<file path="src/rtl/line_fetch_ctrl.sv">
// Scanline fetch controller: reads one video line per request from SDRAM using Avalon-MM bursts,
// buffers the returning words in a skid FIFO and streams them to the scanline buffer.
module line_fetch_ctrl #(
    parameter int unsigned LINE_PIX = 640,
    parameter int unsigned LINES    = 480,
    parameter int unsigned ADDR_W   = 22,
    parameter int unsigned BURST    = 16
) (
    input  logic                   iCLK,
    input  logic                   iRESET,
    input  logic [ADDR_W-1:0]      iFRAME_BASE,
    input  logic [ADDR_W-1:0]      iLINE_STRIDE,
    input  logic                   iFRAME_START,
    input  logic                   iLINE_REQ,
    output logic [ADDR_W-1:0]      oAV_ADDRESS,
    output logic                   oAV_READ,
    output logic [$clog2(BURST):0] oAV_BURSTCOUNT,
    input  logic                   iAV_WAITREQUEST,
    input  logic [15:0]            iAV_READDATA,
    input  logic                   iAV_READDATAVALID,
    output logic [14:0]            oPIX_RGB,
    output logic                   oPIX_WRITE,
    output logic                   oPIX_START,
    input  logic                   iPIX_FULL,
    output logic                   oBUSY,
    output logic                   oFRAME_DONE,
    output logic                   oOVERRUN
);
    localparam int unsigned DEPTH = 2 * BURST;
    localparam int unsigned PW    = $clog2(DEPTH);
    localparam int unsigned CNTW  = PW + 1;
    localparam int unsigned BCW   = $clog2(BURST) + 1;
    localparam int unsigned CW    = 12;
    localparam logic [CW-1:0] LinePixC = CW'(LINE_PIX);
    localparam logic [CW-1:0] LastPixC = CW'(LINE_PIX - 1);
    localparam logic [CW-1:0] LinesC   = CW'(LINES);
    localparam logic [CW-1:0] BurstC   = CW'(BURST);
    localparam logic [CW-1:0] DepthC   = CW'(DEPTH);

    typedef enum logic [1:0] {StIdle, StSol, StFetch, StDrain} state_e;
    state_e state_q, state_d;

    logic [ADDR_W-1:0] stride_q, row_q, av_addr_q;
    logic [CW-1:0]     line_q, req_q, wr_q, out_q, out_d, rem, len, acc_len;
    logic [CNTW-1:0]   cnt_q;
    logic [PW-1:0]     wptr_q, rptr_q;
    logic [14:0]       mem_q [DEPTH];
    logic [14:0]       pix_rgb_q;
    logic [BCW-1:0]    av_bc_q;
    logic av_read_q, pix_write_q, pix_start_q, frame_done_q, overrun_q, pend_q;
    logic accept, issue, push, pop, line_done, busy, req_hold;
    logic unused_msb;

    assign unused_msb = iAV_READDATA[15];

    always_comb begin
        busy      = (state_q != StIdle);
        accept    = av_read_q && !iAV_WAITREQUEST;
        acc_len   = accept ? CW'(av_bc_q) : '0;
        out_d     = out_q + acc_len - CW'(iAV_READDATAVALID);
        req_hold  = av_read_q && !accept;
        rem       = LinePixC - req_q;
        len       = (rem > BurstC) ? BurstC : rem;
        // Reserve FIFO space for every word already in flight plus the new burst.
        issue     = (state_q == StFetch) && !iFRAME_START && !av_read_q && (rem != '0)
                    && ((CW'(cnt_q) + out_q + len) <= DepthC);
        push      = (state_q == StFetch) && !iFRAME_START && iAV_READDATAVALID;
        pop       = (state_q == StFetch) && !iFRAME_START && (cnt_q != '0) && !iPIX_FULL;
        line_done = (state_q == StFetch) && pix_write_q && (wr_q == LastPixC);
    end

    always_comb begin
        state_d = state_q;
        case (state_q)
            StIdle:  if (iLINE_REQ && !frame_done_q && (line_q < LinesC)) state_d = StSol;
            StSol:   state_d = StFetch;
            StFetch: if (line_done) state_d = StIdle;
            StDrain: if ((out_d == '0) && !req_hold) state_d = pend_q ? StSol : StIdle;
            default: state_d = StIdle;
        endcase
        // A frame start overrides everything; reads still on the bus must be drained first.
        if (iFRAME_START) begin
            if (((state_q == StFetch) || (state_q == StDrain)) && ((out_d != '0) || req_hold)) begin
                state_d = StDrain;
            end else if (iLINE_REQ) begin
                state_d = StSol;
            end else begin
                state_d = StIdle;
            end
        end
    end

    always_ff @(posedge iCLK) begin
        if (iRESET) state_q <= StIdle;
        else        state_q <= state_d;
    end

    always_ff @(posedge iCLK) begin
        if (push) mem_q[wptr_q] <= iAV_READDATA[14:0];
    end

    always_ff @(posedge iCLK) begin
        if (iRESET) begin
            stride_q     <= '0;
            row_q        <= '0;
            av_addr_q    <= '0;
            av_bc_q      <= '0;
            av_read_q    <= 1'b0;
            line_q       <= '0;
            req_q        <= '0;
            wr_q         <= '0;
            out_q        <= '0;
            cnt_q        <= '0;
            wptr_q       <= '0;
            rptr_q       <= '0;
            pix_rgb_q    <= '0;
            pix_write_q  <= 1'b0;
            pix_start_q  <= 1'b0;
            frame_done_q <= 1'b0;
            overrun_q    <= 1'b0;
            pend_q       <= 1'b0;
        end else begin
            out_q       <= out_d;
            pix_start_q <= (state_d == StSol);
            pix_write_q <= pop;
            if (pop) pix_rgb_q <= mem_q[rptr_q];
            if (push) wptr_q <= wptr_q + PW'(1);
            if (pop) rptr_q <= rptr_q + PW'(1);
            cnt_q <= cnt_q + CNTW'(push) - CNTW'(pop);

            if (accept) begin
                av_read_q <= 1'b0;
                req_q     <= req_q + acc_len;
            end else if (issue) begin
                av_read_q <= 1'b1;
                av_addr_q <= row_q + ADDR_W'(req_q);
                av_bc_q   <= len[BCW-1:0];
            end

            if (pix_write_q && (state_q == StFetch)) wr_q <= wr_q + CW'(1);
            if (state_q == StSol) begin
                req_q <= '0;
                wr_q  <= '0;
            end

            if (line_done) begin
                line_q <= line_q + CW'(1);
                row_q  <= row_q + stride_q;
                if ((line_q + CW'(1)) == LinesC) frame_done_q <= 1'b1;
            end

            if (iLINE_REQ && busy && !iFRAME_START) overrun_q <= 1'b1;

            if (iFRAME_START) begin
                stride_q     <= iLINE_STRIDE;
                row_q        <= iFRAME_BASE;
                line_q       <= '0;
                frame_done_q <= 1'b0;
                overrun_q    <= 1'b0;
                cnt_q        <= '0;
                wptr_q       <= '0;
                rptr_q       <= '0;
                pend_q       <= iLINE_REQ;
            end
        end
    end

    assign oAV_ADDRESS    = av_addr_q;
    assign oAV_READ       = av_read_q;
    assign oAV_BURSTCOUNT = av_bc_q;
    assign oPIX_RGB       = pix_rgb_q;
    assign oPIX_WRITE     = pix_write_q;
    assign oPIX_START     = pix_start_q;
    assign oBUSY          = busy;
    assign oFRAME_DONE    = frame_done_q;
    assign oOVERRUN       = overrun_q;
endmodule

</file>
<file path="config.mk">
export PLATFORM = sky130hd
export DESIGN_NAME = line_fetch_ctrl
export DESIGN_NICKNAME = d
export VERILOG_FILES = /design/src/rtl/line_fetch_ctrl.sv
export SDC_FILE = /design/constraint.sdc
export NUM_CORES = 1
export LEC_CHECK = 0
export BUFFER_PORTS_ARGS = -buffer_cell sky130_fd_sc_hd__buf_2
export CORE_AREA = 2 2 269 271
export CTS_CLUSTER_DIAMETER = 100
export DETAILED_ROUTE_END_ITERATION = 7
export DIE_AREA = 0 0 271 273
export PLACE_DENSITY_LB_ADDON = 0.2
export SYNTH_ARGS = -nofsm -noshare
export SYNTH_HDL_FRONTEND = slang
export SYNTH_SLANG_ARGS = --single-unit
</file>
<file path="constraint.sdc">
create_clock -name iCLK -period 6.06 [get_ports iCLK]
set_input_delay 1.212 -clock iCLK [delete_from_list [all_inputs] [get_ports iCLK]]
set_output_delay 1.212 -clock iCLK [all_outputs]
set_load 0.005 [all_outputs]
</file>
==> implementation parameters <==
Parameter                              Value

Finish
  Synth-to-layout area growth    14.90%
  Layout cells sized above 1    a little over a fifth
  Final layout net count    2224
  Number of fill cells    between 6000 and 7000
  Total inserted antenna cells    0
  Final non-filler cell total    a little over 3000

Timing
  Final setup TNS    0 ns
  Worst Clk Skew    between 0.03 and 0.04 ns
  FMAX    approximately 180 MHz
  Final worst path period need    roughly 5.5 ns
  Unrepaired setup endpoints after global routing    false
  Setup Viol. Count Final    0
  Final slew viol count    0
  Count of final hold-check violations    0
  Transition time at the pin with the least slew margin    around 1.0 ns
  Worst slew margin    between 30 and 40%
  Tcrit/Tclk final    between 90% and 100%

Routing
  Via count normalized by instance count    5.359
  Initial DRC Count    about 1100
  Total iterations of the first detailed-routing run    8
  Number of nets still failing antenna checks after routing    0
  Drc violations    0
  Total routed wirelength    66880 um
  Mean routed wirelength per cell    around 22 um
  Vias    around 16000

GRT
  Initial antenna violation count    5
  All-Layer GR Usage    between 10% and 20%
  Total gr overflow    0
  Global-route wire length before repair    between 100000 and 150000 um
  Vias in the first global route    16567
  Maximum number of pins on one net before global-route repair    slightly below 60

Min path
  Class of the tightest hold or removal check    reg -> reg

Synth
  Synth top area cells    sky130_fd_sc_hd__edfxtp_1 (51%), sky130_fd_sc_hd__mux4_2 (12%), sky130_fd_sc_hd__dfxtp_1 (11%)
  Proportion of netlist area held by the largest area contributor    approximately half
  Dominant register cell in the synthesized netlist    sky130_fd_sc_hd__edfxtp_1
  Number of register bits inferred by synthesis    around 640
  EDFF count, synth    480
  Avg Cell Area, Syn    about 15 um^2
  Yosys warnings    0
  Library cells used by synthesis    79
  Synthesized instance count    1905
  Post-synth top area cell    sky130_fd_sc_hd__edfxtp_1
  Proportion of synthesized chip area in sequential cells    between 60% and 70%
  Total standard cell area after synthesis    ~0.028 mm^2
  Async set-or-reset flop fraction in the synthesized netlist    0%

Floorplan
  Horizontal die dimension    roughly 270 um
  Initial core utilization    39.64%
  Core outline area    slightly above 0.07 mm^2
  I/O pin total    about 120
  Die area    ~0.074 mm^2
  Cell row count    approximately 100
  Die outline height    273 um

Power and ir drop
  Power density of the placed cells    between 300 and 400 mW/mm^2
  P_leak    about 11 nW
  Max rail drop VDD    about 0.38 mV

Worst setup path
  Critical path endpoint category    flop
  Bufs and invs on worst path    2
  Worst path required time    between 6 and 7 ns
  Ordered cell list for the critical path    inv_1 -> ha_1 -> nor4b_4 -> a31oi_1 -> or3_4 -> a2111oi_4 -> a21boi_2 -> and3_2 -> fa_1 -> ha_1 -> a21o_1 -> a211oi_2 -> o21ai_1 -> a221o_1 -> a22o_1 -> a2111oi_4 -> buf_12 -> mux2_4 -> nor2_2
  Element type at the critical path start    flop
  Cell at the slowest stage of the critical path    sky130_fd_sc_hd__fa_1
  Critical path's largest stage delay    about 0.45 ns
  Critical Setup Path Class    reg -> reg
  Maximum fanout along the worst path    38
  Register-to-register setup slack    between 0.5 and 0.6 ns
  Worst EP arrival    6.03 ns
  Cell family with most CP delay    compound AO/OA/AOI/OAI gates

Clock tree
  Clk buf depth    3
  Clk sinks    638
  Clock buffers created by TritonCTS    between 70 and 80
  Post-CTS Setup Inserts    0
  CTS HTree Levels    3
  Worst-Skew Late Latency    around 0.63 ns
  TritonCTS clock tree    yes
  Count of cells resized by post-cts repair    0
  Root Buffer    sky130_fd_sc_hd__clkbuf_16
  Hold_buf cts    0
  Reg clk slew, reported paths    around 0.060 ns

Run
  Number of violations of the max-capacitance limit    0

Outcome
  Status    completed

Placed design
  Port Buffer Count    between 100 and 150
  Routability congestion estimate from global placement    0.8345
  HPWL Detailed    41370 um
  Cell count after placement    between 2000 and 3000
[Yosys cell counts (all sizes together) (12+ instances only)]
cell type    n
a211oi      28
a21o        12
a21oi       68
a31oi       13
and3        13
buf         32
clkbuf      53
dfxtp      158
edfxtp     480
fa          12
ha          86
inv         89
mux2i       57
mux4       150
nand2       78
nand2b      13
nand3       31
nand4       17
nor2       199
nor2b       20
nor3        27
o21ai       49
or3         16
xnor2       39
xor2        44
[metal layers]
metal / wire length (um) / share of wire [%] / vias up / global-route usage [%]
li1: - / - / 7577 / -
met1: 28800 / 43 / 8316 / 23.85
met3: 3269 / 4.9 / 116 / 2.987
met4: 1856 / 2.8 / 10 / 6.005
met2: 32900 / 49 / 411 / 30.76
met5: 58 / 0.087 / - / 0
[power by group]
part           total [mW]  internal (mW)  switching [mW]
Combinational        1.07          0.431           0.638
Sequential           4.82           4.76          0.0667
Clock                4.33           2.52            1.82
Total                10.2           7.71            2.52
[through the flow]
step / power, mW / worst slack, ns / instance area (um^2) / hold WS (ns) / utilization (%)
final: 10.23 / 0.5671 / 32330 / 0.4888 / 45.54
after global routing: 10.65 / 0.1920 / 32330 / 0.4990 / 45.54
after floorplan: 5.678 / 1.130 / 28160 / 0.4604 / -
after CTS: 10.34 / 0.5269 / 32330 / 0.4904 / 45.54
after global placement: 5.955 / 0.6282 / 29940 / 0.4482 / 42.16
after detailed placement: 5.980 / 0.5917 / 29940 / 0.4743 / 42.16
[worst register-to-register path, cell delays in order (launching register included)]
cell and delay (ns):
sky130_fd_sc_hd__dfxtp_1 0.38, sky130_fd_sc_hd__inv_1 0.18, sky130_fd_sc_hd__ha_1 0.26, sky130_fd_sc_hd__nor4b_4 0.28
sky130_fd_sc_hd__a31oi_1 0.13, sky130_fd_sc_hd__or3_4 0.35, sky130_fd_sc_hd__a2111oi_4 0.44, sky130_fd_sc_hd__a21boi_2 0.27
sky130_fd_sc_hd__and3_2 0.24, sky130_fd_sc_hd__fa_1 0.45, sky130_fd_sc_hd__ha_1 0.30, sky130_fd_sc_hd__a21o_1 0.20
sky130_fd_sc_hd__a211oi_2 0.26, sky130_fd_sc_hd__o21ai_1 0.13, sky130_fd_sc_hd__a221o_1 0.33, sky130_fd_sc_hd__a22o_1 0.22
sky130_fd_sc_hd__a2111oi_4 0.34, sky130_fd_sc_hd__buf_12 0.27, sky130_fd_sc_hd__mux2_4 0.33, sky130_fd_sc_hd__nor2_2 0.07
[cells in the final DEF, fill, tap and decap left out, types with 49 or more instances in the layout]
cell type	instances
sky130_fd_sc_hd__inv_1	89
sky130_fd_sc_hd__nor2_1	195
sky130_fd_sc_hd__mux2i_1	57
sky130_fd_sc_hd__buf_2	112
sky130_fd_sc_hd__buf_4	49
sky130_fd_sc_hd__edfxtp_1	480
sky130_fd_sc_hd__dfxtp_1	154
sky130_fd_sc_hd__mux4_2	150
sky130_fd_sc_hd__a21oi_1	68
sky130_fd_sc_hd__nand2_1	78
sky130_fd_sc_hd__clkbuf_16	71
sky130_fd_sc_hd__ha_1	86
[sequential cells by signal (all words and copies together), names as in the netlist, 5 cells and up]
name,cells
oPIX_RGB,15
wr_q,12
rptr_q,5
req_q,12
mem_q,480
row_q,22
line_q,12
oAV_BURSTCOUNT,5
out_q,12
oAV_ADDRESS,22
wptr_q,5
stride_q,22
cnt_q,6
[layout make-up]
class / instances / area (um^2) / share of cell area, %
multi-input cells: 1097 / 9877 / 30.55
inverters: 89 / 334.1 / 1.033
clock buffers: 95 / 1947 / 6.021
well taps: 950 / 1189 / 3.676
flip-flops and latches: 638 / 17590 / 54.39
clock inverters: 35 / 452.9 / 1.401
repair buffers: 162 / 948.4 / 2.933
[cells by family after synthesis]
family / synth area share [%]
AOI/OAI and AO/OA: 5.713
xor gates and xnor gates: 2.583
adders and majority gates: 4.677
buffers and inverters: 2.525
DFF: 62.46
muxes: 14.18
other: 0.02669
and+or+nand+nor: 7.838
[final timing paths]
check                               start                             end  cells past startpoint
max reg2reg         req_q[1]$_SDFFE_PP0P_  oAV_BURSTCOUNT[4]$_SDFFE_PP0P_                     19
max                 req_q[1]$_SDFFE_PP0P_  oAV_BURSTCOUNT[4]$_SDFFE_PP0P_                     19
min reg2reg  oAV_ADDRESS[12]$_SDFFE_PP0P_    oAV_ADDRESS[12]$_SDFFE_PP0P_                      2
min          oAV_ADDRESS[12]$_SDFFE_PP0P_    oAV_ADDRESS[12]$_SDFFE_PP0P_                      2
No activity file was read; power rests on OpenSTA's default activity.
